--- src/rtl/mult_scoreboard.sv ---
// Decode-stage issue scheduler for the shared register-file write port.
// Tracks in-flight multiplies in a shift-register scoreboard and raises a
// decode stall on RAW/WAW hazards and on writeback-port collisions.
// Optional feature macro: MULT_SCOREBOARD_STATS_EN (stall/issue counters).
module mult_scoreboard #(
  parameter int unsigned MUL_LAT = 6,
  parameter int unsigned ALU_LAT = 3,
  parameter int unsigned RA_W    = 5
) (
  input  logic            clk,
  input  logic            reset,
  input  logic            d_valid,
  input  logic            d_is_mult,
  input  logic            d_regwrite,
  input  logic [RA_W-1:0] d_dest_reg,
  input  logic [RA_W-1:0] d_src1,
  input  logic [RA_W-1:0] d_src2,
  input  logic            d_use_src2,
  input  logic            flush,
  output logic            stall,
  output logic            issue,
  output logic            wb_mul_valid,
  output logic [RA_W-1:0] wb_mul_dest,
`ifdef MULT_SCOREBOARD_STATS_EN
  output logic [31:0]     stall_cycles,
  output logic [31:0]     mul_issued,
`endif
  output logic            mul_busy
);

  // slot[0] is the multiply writing back this cycle; slot[MUL_LAT-1] was issued last cycle
  logic [MUL_LAT-1:0] slot_v_q;
  logic [RA_W-1:0]    slot_dest_q [MUL_LAT];

  logic raw, waw, port;
  logic mul_load_v;

  // r0 is never tracked, so a multiply to r0 enters the scoreboard as empty
  assign mul_load_v = issue & d_is_mult & d_regwrite & (d_dest_reg != '0);

  // Scoreboard shift; keeps advancing while decode is stalled
  always_ff @(posedge clk or posedge reset) begin
    if (reset) begin
      slot_v_q <= '0;
      for (int k = 0; k < MUL_LAT; k++) begin
        slot_dest_q[k] <= '0;
      end
    end else begin
      for (int k = 0; k < MUL_LAT - 1; k++) begin
        slot_v_q[k]    <= slot_v_q[k+1];
        slot_dest_q[k] <= slot_dest_q[k+1];
      end
      slot_v_q[MUL_LAT-1]    <= mul_load_v;
      slot_dest_q[MUL_LAT-1] <= d_dest_reg;
    end
  end

  // Hazard detection against every in-flight multiply, including the one writing back now
  always_comb begin
    raw  = 1'b0;
    waw  = 1'b0;
    port = 1'b0;
    for (int k = 0; k < MUL_LAT; k++) begin
      if (slot_v_q[k]) begin
        if ((d_src1 != '0) && (slot_dest_q[k] == d_src1)) begin
          raw = 1'b1;
        end
        if (d_use_src2 && (d_src2 != '0) && (slot_dest_q[k] == d_src2)) begin
          raw = 1'b1;
        end
        if (d_regwrite && !d_is_mult && (slot_dest_q[k] == d_dest_reg)) begin
          waw = 1'b1;
        end
      end
    end
    // A non-multiply issued now would write back in the same cycle as slot[ALU_LAT]
    if (d_regwrite && !d_is_mult && slot_v_q[ALU_LAT]) begin
      port = 1'b1;
    end
  end

  // Decode handshake; flush overrides any hazard
  always_comb begin
    stall = d_valid & ~flush & (raw | waw | port);
    issue = d_valid & ~flush & ~stall;
  end

  assign wb_mul_valid = slot_v_q[0];
  assign wb_mul_dest  = slot_dest_q[0];
  assign mul_busy     = |slot_v_q;

`ifdef MULT_SCOREBOARD_STATS_EN
  logic [31:0] stall_cycles_q;
  logic [31:0] mul_issued_q;

  // Free-running statistics, wrapping naturally at 2^32
  always_ff @(posedge clk or posedge reset) begin
    if (reset) begin
      stall_cycles_q <= '0;
      mul_issued_q   <= '0;
    end else begin
      if (stall) begin
        stall_cycles_q <= stall_cycles_q + 32'd1;
      end
      if (issue && d_is_mult) begin
        mul_issued_q <= mul_issued_q + 32'd1;
      end
    end
  end

  assign stall_cycles = stall_cycles_q;
  assign mul_issued   = mul_issued_q;
`endif

endmodule

--- config.mk ---
export PLATFORM = sky130hd
export DESIGN_NAME = mult_scoreboard
export DESIGN_NICKNAME = d
export VERILOG_FILES = /design/src/rtl/mult_scoreboard.sv
export SDC_FILE = /design/constraint.sdc
export NUM_CORES = 1
export LEC_CHECK = 0
export CAP_MARGIN = 20
export CORE_UTILIZATION = 54
export CTS_CLUSTER_DIAMETER = 30
export DETAILED_ROUTE_END_ITERATION = 8
export GPL_TIMING_DRIVEN = 0
export HOLD_SLACK_MARGIN = 0.06
export PLACE_DENSITY_LB_ADDON = 0.3
export SETUP_SLACK_MARGIN = 0.5
export SKIP_CTS_REPAIR_TIMING = 1
export SYNTH_ARGS = -nofsm -noshare
export SYNTH_HDL_FRONTEND = slang
export SYNTH_SLANG_ARGS = --single-unit
--- constraint.sdc ---
create_clock -name clk -period 3 [get_ports clk]
set_clock_uncertainty 0.2 [all_clocks]
set_input_delay 0.45 -clock clk [delete_from_list [all_inputs] [get_ports clk]]
set_output_delay 0.45 -clock clk [all_outputs]
set_load 0.05 [all_outputs]
==> results.ini, run 1 <==
[outcome]
run_status = complete, but fails checks
failing_checks = setup timing

[yosys]
post_synthesis_instance_total = 205
post_synthesis_simple_gate_area_fraction_pct = 14.17
synth_cell_types = 28
synthesis.area_per_instance_um2 = 10.60
combinational_family_with_the_most_area_after_synthesis = XOR/XNOR gates
synth_compound_area_share_pct = 2.535
post_synth_xor_area_fraction_pct = 36.29
seq_area_frac_synth_pct = 41.47
synth_area_um2 = 2172
adder_cell_area_share_of_the_yosys_netlist_pct = 0
synth.top_cells.by_area = sky130_fd_sc_hd__dfrtp_1 41%, sky130_fd_sc_hd__xor2_1 26%, sky130_fd_sc_hd__xnor2_1 10%, sky130_fd_sc_hd__nor4_1 5.5%, sky130_fd_sc_hd__nand3_1 3.7%
mappedNetlistNets = 227
synth_top_area_share_pct = 41.47
synth-seq-cells = 36
library_cell_occupying_the_most_area_in_the_post_synthesis_netlist = sky130_fd_sc_hd__dfrtp_1
synth-warning-count = 0
synth.mux.area_fraction_pct = 0

[sta]
timing.final.setup_violations = 1
final-hold-violation-count = 0
final_worst_path_period_need_ps = 3031
slew_violations = 0
fmax_ghz = 0.3300
finalSetupTns_ps = -30.60
min_period_over_period_pct = 101.0
timing.final.ws_setup_ps = -30.60
slew_headroom_pct = 48.67
worstMarginPinSlew_ps = 769.1
rsz_0062_raised_after_global_routing = true

[power]
pwr_density_cell_nw_per_um2 = 399.0
switching_share_pct = 30.17
power.share.combinational_pct = 23.5
power.internal_w = 0.0007959
share_seq_of_total_power_pct = 48.1
total_power_w = 0.001140
net-switching-power_w = 0.0003439
clkPwrFrac_pct = 28.4
p_leak_nw = 1.231
ir_worst_vdd_v = 0.0003788

[hold_path]
worstHoldStart = d_dest_reg[4]
min_delay_worst_endpoint = slot_dest_q[4]$_DFF_PP0_
min_delay_path_depth = 1
hold_wc_path_type = in2reg

[floorplan]
dieWidth_um = 65.42
design.portCount = 31
core_region_area_um2 = 3771
die_area_um2 = 4280
die_height_um = 65.42
floorplan.initialDensity_pct = 57.60
core.rowCount = 22

[route]
num_vias = 1639
detail_route.vias_per_cell = 5.613
remaining_drc_errors = 0
wl_per_cell_um = 19.06
drt_first_iter_violations = 70
detail_route.first_pass.iterations = 6
drtAntennaViolNets = 0
detail_route.wirelength_um = 5565

[placed_design]
dpl.cell_count = 274
dpl_cell_area_um2 = 2475
port_buffers = 20
routabilityCongestion = 0.9631
dp_hpwl_um = 3804

[worst_setup_path]
critical_path.cell_chain = buf_12 > or4_4 > o21ai_4 > nor4_2 > o31a_1 > nor4b_4 > and3b_2 > buf_8
worstReg2RegEnd = slot_v_q[5]$_DFF_PP0_
cp-startpoint = d_src2[1]
setup.worst_path.start_class = input port
timing_worst_setup_path_type = in2out
crit_family = simple AND/OR/NAND/NOR gates
reg2reg_slack_ps = 860
r2r.worst_path.cells = 7
critPathSlowestCell = sky130_fd_sc_hd__or4_4
critical_path.max_stage_delay_ps = 540
path_max_fanout = 3
reg2reg_launch_point = slot_dest_q[3]$_DFF_PP0_
cp-end-kind = output pin
required_ps = 2350
critPathArrivalTime_ps = 2380
cp.buffers_inverters = 2

[grt]
wire_length_of_the_first_global_routing_pass_um = 8017
track_usage_pct = 26.83
grt_overflow = 0
grt_pass1_vias = 1628
number_of_antenna_violations_at_the_first_check_in_global_routing = 0
largest_net_degree_at_the_start_of_global_routing = 21

[cells_and_area]
finish.net_count = 266
final_core_util_pct = 75.75
antenna-diode-count = 0
final_layout_size_suffix_gt1_share_pct = 25.82
flow.area_growth_from_synthesis_pct = 31.51
finish.cell_count_without_fillers = 292
finish.instance_area_um2 = 2856

[clock_tree]
clock_latency_ps = 300
tritoncts_num_sinks = 36
cts.clk_slew.worst_paths_ps = 60
ctsHtreeMaxLevel = 2
cts_made_buffers = 5
cts_tree = built
cts.path.max_buffers = 2
clockRootBuffer = sky130_fd_sc_hd__clkbuf_8

[flow_run]
max_cap_violations = 0

[registers in the layout (all words and copies together) (netlist names)]
signal and flops:
slot_v_q 6, wb_mul_dest 5, slot_dest_q 25
[how the worst max path moves through the flow]
stage	end	slack (ps)	cells after the start
after global routing	issue	-100	9
final	issue	-30	8
after detailed placement	stall	-1020	10
after CTS	stall	-1030	10
after floorplan	issue	90	7
after global placement	issue	-1000	10
[power groups by stage]
stage	Sequential, W	Clock, W	Combinational, W
CTS	0.000545	0.000327	0.000228
finish	0.000548	0.000324	0.000268
floorplan	0.000546	0	0.000163
global route	0.000551	0.000351	0.000287
global placement	0.000553	0	0.000216
detailed placement	0.000554	0	0.000227
[routing by layer]
| layer | wire length [um] | global-route usage (%) |
|---|---|---|
| met3 | 257 | 6.944 |
| met2 | 2888 | 46.01 |
| met5 | 0 | 0 |
| met1 | 2277 | 30.97 |
| met4 | 140 | 12.77 |
[layout by cell type (no fill, tap or decap), drive strengths merged, types with 2 or more instances in the layout]
cell           synthesis  final
dfrtp                 36     36
nand3                 16     16
o21ai                  4      4
nor4                  19     19
buf                   13     32
clkbuf                 7      8
xnor2                 26     26
xor2                  64     64
clkdlybuf4s50          0     13
or4                    2      2
nor2                   2      2
nand2                  2      2
dlymetal6s2s           0      5
a31oi                  2      2
[synthesized netlist by cell type (all sizes together)]
cell / number
o31a: 1
or3: 1
nor2: 2
nand2: 2
nor4: 19
nor2b: 1
and4: 1
and4b: 1
buf: 13
nor3b: 1
nand4: 1
dfrtp: 36
and3: 1
clkbuf: 7
xor2: 64
xnor2: 26
nand3: 16
and3b: 1
a31oi: 2
nor4b: 1
inv: 1
o21ai: 4
o311a: 1
or4: 2
[final cells by class]
type | count | area, um^2
Buffer | 20 | 188.9
Clock buffer | 6 | 72.57
Clock inverter | 1 | 5.005
Fill cell | 248 | 914.6
Inverter | 1 | 3.754
Multi-Input combinational cell | 148 | 1296
Sequential cell | 36 | 900.9
Tap cell | 48 | 60.06
Timing Repair Buffer | 32 | 329.1
[stage by stage]
stage | worst slack (ps) | hold slack [ps]
after floorplan | 87.41 | 189.4
after global placement | -1001 | 225.8
after detailed placement | -1021 | 227.0
after CTS | -1033 | 243.5
after global routing | -96.45 | 110.6
final | -30.60 | 119.5
[cells by family after synthesis]
| logic type | Yosys count |
|---|---|
| compound gates | 8 |
| xor+xnor | 90 |
| simple gates | 50 |
| buf+inv | 21 |
| flops | 36 |
Power figures use the tool's default switching activity.
==> inputs of run 2 (changes only) <==
Settings changed: GPL_TIMING_DRIVEN 0 to not set.
==> run 2 against run 1 <==
Against the previous run:
- the run still ends with setup timing left
- die area unchanged
- final cell count up 4.1%
- count of clock-buffer cells in the layout unchanged
- cell area up 8.0%
- power up 11%
- critical endpoint is now stall
- sequential share of layout area down 2.1 points
- flip-flop and latch count unchanged
- sequential power about the same
==> results.ini, run 2 (synthesis gave the netlist of run 1 again) <==
[worst_setup_path]
reg2reg_slack_ps = 870  ; about the same
critical_path.cell_chain = xor2_1 > nor4_2 > a31oi_2 > a31oi_4 > nor4b_4 > buf_4 > nor3b_2 > buf_6
reg2reg_launch_point = wb_mul_dest[2]$_DFF_PP0_
critical_path_cell_count = 8  ; unchanged
cp-end-kind = output pin
cp.buffers_inverters = 2  ; unchanged
critPathSlowestCell = sky130_fd_sc_hd__dfrtp_1
critical_path.max_stage_delay_ps = 480  ; -60 ps
required_ps = 2350  ; about the same
critPathArrivalTime_ps = 2440  ; +60 ps
crit_family = simple AND/OR/NAND/NOR gates
timing_worst_setup_path_type = reg2out
setup.worst_path.start_class = flop
r2r.worst_path.cells = 7  ; unchanged
cp-startpoint = slot_dest_q[19]$_DFF_PP0_
critPathCapture = stall
worstReg2RegEnd = slot_v_q[5]$_DFF_PP0_
path_max_fanout = 4  ; +1

[cells_and_area]
finish.cell_count_without_fillers = 304  ; +4.1%
final_core_util_pct = 81.79  ; +6.0 points
finish.net_count = 277  ; +4.1%
flip_flop_count_of_the_largest_register_after_layout = 25  ; unchanged
layout_commonest_cell = sky130_fd_sc_hd__xor2_1
flow.area_growth_from_synthesis_pct = 41.99
top_register = slot_dest_q
antenna-diode-count = 0  ; unchanged
finish.instance_area_um2 = 3084  ; +8.0%
final_layout_size_suffix_gt1_share_pct = 36.72  ; +11 points
fill_cells = 195  ; -21%
mostFrequentLayoutCells = 50 x sky130_fd_sc_hd__xor2_1, 31 x sky130_fd_sc_hd__dfrtp_1, 26 x sky130_fd_sc_hd__xnor2_1

[route]
detail_route.wirelength_um = 6472  ; +16%
remaining_drc_errors = 0  ; unchanged
detail_route.vias_per_cell = 5.901  ; +5.1%
wl_per_cell_um = 21.29  ; +12%
drt_first_iter_violations = 94  ; +34%
drtAntennaViolNets = 0  ; unchanged
num_vias = 1794  ; +9.5%
detail_route.first_pass.iterations = 4  ; -2

[clock_tree]
cts_tree = built
ctsHtreeMaxLevel = 2  ; unchanged
cts.path.max_buffers = 2  ; unchanged
clock_latency_ps = 290  ; about the same
cts.clk_slew.worst_paths_ps = 70  ; about the same
cts_made_buffers = 5  ; unchanged
tritoncts_num_sinks = 36  ; unchanged
clockRootBuffer = sky130_fd_sc_hd__clkbuf_8

[sta]
timing.final.ws_setup_ps = -94.09  ; -63.49 ps
finalSetupTns_ps = -128.0  ; -97.45 ps
final_worst_path_period_need_ps = 3094  ; +63.49 ps
rsz_0062_raised_after_global_routing = true
slew_headroom_pct = 66.54  ; +18 points
fmax_ghz = 0.3232  ; -2.1%
timing.final.setup_violations = 2  ; +1
slew_violations = 0  ; unchanged
worstMarginPinSlew_ps = 500.4  ; -268.8 ps
final-hold-violation-count = 0  ; unchanged
min_period_over_period_pct = 103.1  ; +2.1 points

[grt]
grt_pass1_vias = 1772  ; +8.8%
grt_met3_use_pct = 6.771  ; -0.17 points
wire_length_of_the_first_global_routing_pass_um = 8838  ; +10%
grt_use_met1_pct = 34.27  ; +3.3 points
largest_net_degree_at_the_start_of_global_routing = 37  ; +76%
globalRoute.busiestLayer = met2
grt_overflow = 0  ; unchanged
globalRouteMet2Util_pct = 48.84  ; +2.8 points
track_usage_pct = 29.19  ; +2.4 points
number_of_antenna_violations_at_the_first_check_in_global_routing = 0  ; unchanged

[flow_run]
max_cap_violations = 0  ; unchanged

[placed_design]
dpl.cell_count = 287  ; +4.7%
dpl_cell_area_um2 = 2613  ; +5.6%
pre_cts_slack_ps = -518.8  ; +502.3 ps
dp_hpwl_um = 4163  ; +9.5%
routabilityCongestion = 0.9014  ; -6.4%
port_buffers = 30  ; +50%

[hold_path]
worstHoldStart = slot_dest_q[3]$_DFF_PP0_
hold_wc_path_type = reg2reg

[floorplan]
design.portCount = 31  ; unchanged
dieWidth_um = 65.42  ; unchanged
core.rowCount = 22  ; unchanged
die_height_um = 65.42  ; unchanged
core_region_area_um2 = 3771  ; unchanged
die_area_um2 = 4280  ; unchanged
floorplan.initialDensity_pct = 57.60  ; unchanged

[outcome]
run_status = complete, but fails checks
failing_checks = setup timing

[power]
p_leak_nw = 1.333  ; +8.3%
ir_worst_vdd_v = 0.0003618  ; -4.5%
pwr_density_cell_nw_per_um2 = 411.5  ; +3.1%

==> run 2: how the worst min path moves through the flow <==
stage                                    end  cells past startpoint
CTS                    slot_v_q[2]$_DFF_PP0_                      0
global route           slot_v_q[2]$_DFF_PP0_                      0
global placement       slot_v_q[2]$_DFF_PP0_                      0
floorplan              slot_v_q[3]$_DFF_PP0_                      0
finish              slot_dest_q[8]$_DFF_PP0_                      0
detailed placement     slot_v_q[2]$_DFF_PP0_                      0
==> run 2: worst register-to-register path: stages, from the launching register on <==
cell and delay (ps):
sky130_fd_sc_hd__dfrtp_1 460, sky130_fd_sc_hd__xor2_1 220, sky130_fd_sc_hd__nor4_2 70, sky130_fd_sc_hd__and3_1 180
sky130_fd_sc_hd__a31oi_2 210, sky130_fd_sc_hd__a31oi_4 140, sky130_fd_sc_hd__nor4b_4 350, sky130_fd_sc_hd__and4b_1 230
==> run 2: through the flow <==
stage | power, W | hold WS, ps
6_report | 0.001269 | 268.1
5_1_grt | 0.001314 | 270.5
4_1_cts | 0.001219 | 257.1
3_5_place_dp | 0.0008029 | 239.6
3_3_place_gp | 0.0007931 | 227.8
2_1_floorplan | 0.0007096 | 189.4
==> run 2: layer usage <==
metal / vias to the layer above / routed length, um
li1: 775 / -
met5: - / 0
met2: 84 / 3251
met4: 0 / 403
met1: 902 / 2476
met3: 33 / 342
==> run 2: final cells by class <==
cell class | instances | area, um^2 | area share [%]
flip-flops and latches | 36 | 907.1 | 29.41
inverters | 1 | 3.754 | 0.1217
clock inverters | 2 | 35.03 | 1.136
well taps | 48 | 60.06 | 1.947
clock buffers | 6 | 72.57 | 2.353
repair buffers | 63 | 589.3 | 19.11
multi-input cells | 148 | 1416 | 45.92
==> run 2: report_power, final <==
group / internal [W] / switching, W
logic: 0.000140 / 0.000159
clock network: 0.000246 / 0.000173
registers: 0.000509 / 0.0000421
total: 0.000895 / 0.000374
